$ cat config.mk
export PLATFORM = sky130hd
export DESIGN_NAME = pc_gen
export DESIGN_NICKNAME = d
export VERILOG_FILES = /design/src/rtl/pc_gen_pkg.sv /design/src/rtl/pc_gen_ras_stack.sv /design/src/rtl/pc_gen.sv
export SDC_FILE = /design/constraint.sdc
export NUM_CORES = 1
export LEC_CHECK = 0
export ABC_CLOCK_PERIOD_IN_PS = 5500
export BUFFER_PORTS_ARGS = -buffer_cell sky130_fd_sc_hd__buf_2
export CAP_MARGIN = 30
export CELL_PAD_IN_SITES_DETAIL_PLACEMENT = 2
export CELL_PAD_IN_SITES_GLOBAL_PLACEMENT = 2
export CORE_MARGIN = 5
export CORE_UTILIZATION = 41
export CTS_BUF_LIST = sky130_fd_sc_hd__clkbuf_16
export DETAILED_ROUTE_END_ITERATION = 8
export PLACE_DENSITY = 0.8
export SLEW_MARGIN = 0
export SYNTH_ARGS = -nofsm -noshare
export SYNTH_HDL_FRONTEND = slang
export SYNTH_HIERARCHICAL = 1
export SYNTH_SLANG_ARGS = --single-unit
$ cat constraint.sdc
create_clock -name clk -period 5.5 [get_ports clk]
set_clock_uncertainty 0.05 [all_clocks]
set_input_delay 0.275 -clock clk [delete_from_list [all_inputs] [get_ports clk]]
set_output_delay 0.275 -clock clk [all_outputs]
set_load 0.005 [all_outputs]
$ cat src/rtl/pc_gen_pkg.sv
// Shared defaults and the next-PC source encoding for the fetch-PC generator.
package pc_gen_pkg;

  localparam int unsigned DEF_XLEN       = 32;
  localparam int unsigned DEF_INST_BYTES = 4;
  localparam int unsigned DEF_RAS_DEPTH  = 4;
  localparam logic [31:0] DEF_RESET_VEC  = 32'h0000_0000;
  localparam logic [31:0] DEF_TRAP_VEC   = 32'h0000_0100;

  // Next-PC source, listed from highest to lowest priority.
  typedef enum logic [2:0] {
    NPC_TRAP  = 3'd0,
    NPC_REDIR = 3'd1,
    NPC_HOLD  = 3'd2,
    NPC_RAS   = 3'd3,
    NPC_PRED  = 3'd4,
    NPC_SEQ   = 3'd5
  } npc_sel_e;

endpackage

$ cat src/rtl/pc_gen_ras_stack.sv
// Circular return-address stack. A push onto a full stack overwrites the
// oldest entry; count saturates at DEPTH. Clear resets only pointer/count.
module ras_stack #(
  parameter int unsigned DEPTH = 4,
  parameter int unsigned XLEN  = 32
) (
  input  logic            clk,
  input  logic            rst_n,
  input  logic            i_clear,
  input  logic            i_push,
  input  logic            i_pop,
  input  logic            i_replace,
  input  logic [XLEN-1:0] i_data,
  output logic [XLEN-1:0] o_top,
  output logic            o_empty,
  output logic            o_full
);

  localparam int unsigned PW = (DEPTH > 1) ? $clog2(DEPTH) : 1;
  localparam int unsigned CW = PW + 1;

  logic [PW-1:0]   r_ptr;
  logic [CW-1:0]   r_count;
  logic [XLEN-1:0] r_entry [DEPTH];
  logic [PW-1:0]   w_top_idx;

  // The newest entry sits just below the write pointer; wraps with DEPTH a power of 2.
  assign w_top_idx = r_ptr - PW'(1);
  assign o_top     = r_entry[w_top_idx];
  assign o_empty   = (r_count == '0);
  assign o_full    = (r_count == CW'(DEPTH));

  // Pointer and occupancy count; reset or clear forgets every entry.
  always_ff @(posedge clk or negedge rst_n) begin
    if (!rst_n) begin
      r_ptr   <= '0;
      r_count <= '0;
    end else if (i_clear) begin
      r_ptr   <= '0;
      r_count <= '0;
    end else if (i_push) begin
      r_ptr <= r_ptr + PW'(1);
      if (!o_full) r_count <= r_count + CW'(1);
    end else if (i_pop) begin
      r_ptr   <= w_top_idx;
      r_count <= r_count - CW'(1);
    end
  end

  // Entry storage: push writes at the pointer, replace rewrites the top in place.
  always_ff @(posedge clk) begin
    if (i_push) begin
      r_entry[r_ptr] <= i_data;
    end else if (i_replace) begin
      r_entry[w_top_idx] <= i_data;
    end
  end

endmodule

$ cat src/rtl/pc_gen.sv
// Fetch-PC generator: PC register, pc_valid flop, priority next-PC mux and
// a return-address stack for call/return prediction.
module pc_gen
  import pc_gen_pkg::*;
#(
  parameter int unsigned     XLEN       = DEF_XLEN,
  parameter logic [XLEN-1:0] RESET_VEC  = XLEN'(DEF_RESET_VEC),
  parameter logic [XLEN-1:0] TRAP_VEC   = XLEN'(DEF_TRAP_VEC),
  parameter int unsigned     INST_BYTES = DEF_INST_BYTES,
  parameter int unsigned     RAS_DEPTH  = DEF_RAS_DEPTH
) (
  input  logic            clk,
  input  logic            rst_n,
  input  logic            stall,
  input  logic            trap,
  input  logic            redirect,
  input  logic [XLEN-1:0] redirect_pc,
  input  logic            pred_taken,
  input  logic [XLEN-1:0] pred_target,
  input  logic            pred_call,
  input  logic            pred_ret,
  output logic [XLEN-1:0] pc,
  output logic            pc_valid,
  output logic            ras_empty,
  output logic            ras_full
);

  localparam logic [XLEN-1:0] ALIGN_MASK = ~(XLEN'(INST_BYTES) - XLEN'(1));

  logic [XLEN-1:0] r_pc;
  logic            r_pc_valid;
  logic [XLEN-1:0] w_seq_pc;
  logic [XLEN-1:0] w_npc;
  logic [XLEN-1:0] w_ras_top;
  logic            w_ras_empty;
  logic            w_ras_full;
  logic            w_ras_en;
  logic            w_ret_hit;
  logic            w_push;
  logic            w_pop;
  logic            w_replace;
  npc_sel_e        w_sel;

  assign w_seq_pc  = r_pc + XLEN'(INST_BYTES);
  assign w_ret_hit = pred_ret & ~w_ras_empty;
  // Trap, redirect and stall all freeze the stack; so does the first
  // post-reset cycle, when the PC is not yet a real fetch address.
  assign w_ras_en  = r_pc_valid & ~trap & ~redirect & ~stall;
  // Call+return with a non-empty stack swaps the top; with an empty stack it is a plain push.
  assign w_push    = w_ras_en & pred_call & ~w_ret_hit;
  assign w_replace = w_ras_en & pred_call &  w_ret_hit;
  assign w_pop     = w_ras_en & ~pred_call & w_ret_hit;

  ras_stack #(
    .DEPTH (RAS_DEPTH),
    .XLEN  (XLEN)
  ) u_ras (
    .clk       (clk),
    .rst_n     (rst_n),
    .i_clear   (trap),
    .i_push    (w_push),
    .i_pop     (w_pop),
    .i_replace (w_replace),
    .i_data    (w_seq_pc),
    .o_top     (w_ras_top),
    .o_empty   (w_ras_empty),
    .o_full    (w_ras_full)
  );

  // Next-PC source selection in priority order; the PC holds on the first edge after reset.
  always_comb begin
    w_sel = NPC_SEQ;
    if (!r_pc_valid)     w_sel = NPC_HOLD;
    else if (trap)       w_sel = NPC_TRAP;
    else if (redirect)   w_sel = NPC_REDIR;
    else if (stall)      w_sel = NPC_HOLD;
    else if (w_ret_hit)  w_sel = NPC_RAS;
    else if (pred_taken) w_sel = NPC_PRED;
  end

  // Next-PC data mux; redirect and predicted targets are forced to instruction alignment.
  always_comb begin
    w_npc = w_seq_pc;
    unique case (w_sel)
      NPC_TRAP:  w_npc = TRAP_VEC;
      NPC_REDIR: w_npc = redirect_pc & ALIGN_MASK;
      NPC_HOLD:  w_npc = r_pc;
      NPC_RAS:   w_npc = w_ras_top;
      NPC_PRED:  w_npc = pred_target & ALIGN_MASK;
      default:   w_npc = w_seq_pc;
    endcase
  end

  // PC register and valid flag.
  always_ff @(posedge clk or negedge rst_n) begin
    if (!rst_n) begin
      r_pc       <= RESET_VEC;
      r_pc_valid <= 1'b0;
    end else begin
      r_pc       <= w_npc;
      r_pc_valid <= 1'b1;
    end
  end

  assign pc        = r_pc;
  assign pc_valid  = r_pc_valid;
  assign ras_empty = w_ras_empty;
  assign ras_full  = w_ras_full;

endmodule

==> results.toml <==
[sta]
rsz0062_at_grt = "no"
slew_headroom = 0.329
layout_min_cycle_time_ns = 4.06
timing.final.crit_share = 0.738
finalSetupViolCount = 0
tns_ns = 0
slew_violations = 0
hold_viol = 0
fmax_mhz = 246
tightest_slew_ns = 1.01

[yosys]
synth_edf_count = 128
synth-seq-cells = 166
synth.net_count = 596
synth_top_family_by_area = "multiplexers"
synthMuxAreaShare = 0.116
synth-simple-area-share = 0.0991
syn_inst = 522
ys.flop_type = "edfxtp_1"
yosysSeqAreaShare = 0.623
synth_cell_types = 61
synth_xor_area_frac = 0.0319
synth_adder_area_share = 0.00423
synthArstFlopShare = 0.229
synth_compound_area_frac = 0.0912
synth_area_per_cell_um2 = 14.7
synth_area_um2 = 7700
yosys_warnings = 6

[setup_path]
crit_slowest_cell = "mux2_2"
path_cells = "or4b_4 > nand2b_1 > nor2_1 > and2_1 > mux2_2"
crit_type = "reg2reg"
critPathMaxStageDelay_ns = 0.85
cp.arrival_ns = 4.06
path_max_fanout = 32
startpoint_type = "flip-flop"
critical-path-top-delay-family = "simple AND/OR/NAND/NOR gates"
required_ns = 5.50
crit_buf_inv = 0
endpoint_kind = "flip-flop"

[detailed_routing]
postRouteAntennaNets = 0
vias = 5345
wl_um = 24700
drt_iter0_drc = 451
vias_per_cell = 6.14
drc = 0
first_pass_iters = 7
avgRoutedWirePerCell_um = 28.4

[cts]
cts_resized = 0
cts_tree = "built"
root_buffer = "clkbuf_16"
clk-insertion-delay-late_ns = 0.43
clkTransAtPathRegs_ns = 0.07
cts-buffers-inserted = 17
postCtsSetupRepairBufs = 0
hold_buffers = 1
clock_sinks = 166
htreeDepth = 4
cts_buffer_depth = 2

[pwr]
share_comb_of_total_power = 0.078
peakVddDrop_uv = 218
pwr_density_cell_nw_per_um2 = 320
power_frac_seq = 0.505
netSwitchingFraction = 0.238
clockPowerShare = 0.417
power.internal_mw = 2.20
p_total_mw = 2.88
p_leak_nw = 3.32
p_switching_uw = 685

[floorplanning]
die-height_um = 147
ios = 107
die_w_um = 147
die-area_um2 = 21600
core-area_um2 = 18600
initial_core_util = 0.414
num_rows = 50

[finish]
fillers = 1754
nNetsFinal = 698
drive_gt1_frac = 0.283
area_delta_synth_final_pct = 17.0
num_antenna_cells = 0

[global_routing]
grt_pass1_wl_um = 38000
first_global_vias = 6229
overflow = 0
grt_max_degree = 39
grt_use_total = 0.232
antenna_found_initial = 0

[outcome]
status = "complete, no violations"

[placement]
hpwl_um = 16500
gp_congestion = 0.771
io_buffers = 102

[worst_hold_path]
hold_class = "in2reg"

[run]
max-cap-violations = 0
-- registers in the layout (all words and copies together), names as in the netlist --
register,count
pc,32
u_ras/r_entry,128
u_ras/r_count,3
u_ras/r_ptr,2
pc_valid,1
-- synth_stat cells (14+ instances only) --
master | count | area (µm²)
mux4_2 | 26 | 586
edfxtp_1 | 128 | 3840
clkbuf_1 | 14 | 52.6
nand3_1 | 16 | 80.1
a222oi_1 | 23 | 230
nor2_1 | 23 | 86.3
inv_1 | 16 | 60.1
nand2_1 | 29 | 109
o21ai_0 | 21 | 105
xnor2_1 | 17 | 149
nor3_1 | 14 | 70.1
dfrtp_1 | 38 | 951
-- layout make-up --
cell class / instances / area [µm²] / area share
clock buffer: 17 / 425 / 0.0472
clock inverter: 15 / 164 / 0.0182
inverter: 16 / 60.1 / 0.00667
multi-input combinational: 310 / 2650 / 0.294
sequential: 166 / 4800 / 0.532
tap: 234 / 293 / 0.0325
timing repair buffer: 113 / 621 / 0.0689
-- routing by layer --
layer / GRT usage / routed length (µm)
met1: 0.291 / 10100
met2: 0.403 / 12700
met3: 0.0506 / 1420
met4: 0.0722 / 554
met5: 0 / 0
-- worst reg2reg max path, cell delays in order, from the launching register on --
cell      delay (ns)
dfrtp_1         0.57
or4b_4          0.64
nand2b_1        0.52
nor2_1          0.74
and2_1          0.28
mux2_2          0.86
-- placed cells by master (no fill, tap or decap), types with 13 or more instances in the layout --
cell       count
buf_2        102
nand2_1       29
o21ai_0       21
dfrtp_1       37
mux2i_1       13
nor2_1        21
nand3_1       16
nor3_1        14
clkbuf_16     17
a222oi_1      23
xnor2_1       17
edfxtp_1     128
mux4_2        26
inv_1         18
-- cells by family after synthesis --
family | Yosys count
compound gates | 92
buf+inv | 46
simple gates | 140
other cells | 1
xor+xnor | 28
flops | 166
mux | 47
fa+ha+maj | 2
-- stage by stage --
stage	utilization	instances	cell area [µm²]	hold WS (ns)	setup WS, ns
2_1_floorplan	-	522	7700	-0.0706	1.56
3_3_place_gp	0.450	836	8370	0.465	1.57
3_5_place_dp	0.452	837	8390	0.198	1.39
4_1_cts	0.484	870	8990	0.0190	1.37
5_1_grt	0.485	871	9010	0.0250	1.19
6_report	0.485	871	9010	0.0317	1.44
-- power by group through the flow --
stage	Clock (mW)	Sequential (mW)	Combinational, mW
2_1_floorplan	0	1.46	0.119
3_3_place_gp	0	1.48	0.200
3_5_place_dp	0	1.48	0.221
4_1_cts	1.22	1.45	0.224
5_1_grt	1.29	1.46	0.244
6_report	1.20	1.46	0.225
-- final timing paths --
check / startpoint / to / slack, ns / cells past startpoint
max: pc_valid / u_ras/r_entry[1][1] / 1.44 / 5
min: pred_target[28] / pc[28] / 0.03 / 2
max reg2reg: pc_valid / u_ras/r_entry[1][1] / 1.44 / 5
min reg2reg: pc[31] / pc[31] / 0.52 / 1
max in group asynchronous: rst_n / pc[17] / 4.59 / 3
min in group asynchronous: rst_n / u_ras/r_count[0] / 0.29 / 2
Power figures use the tool's default switching activity.
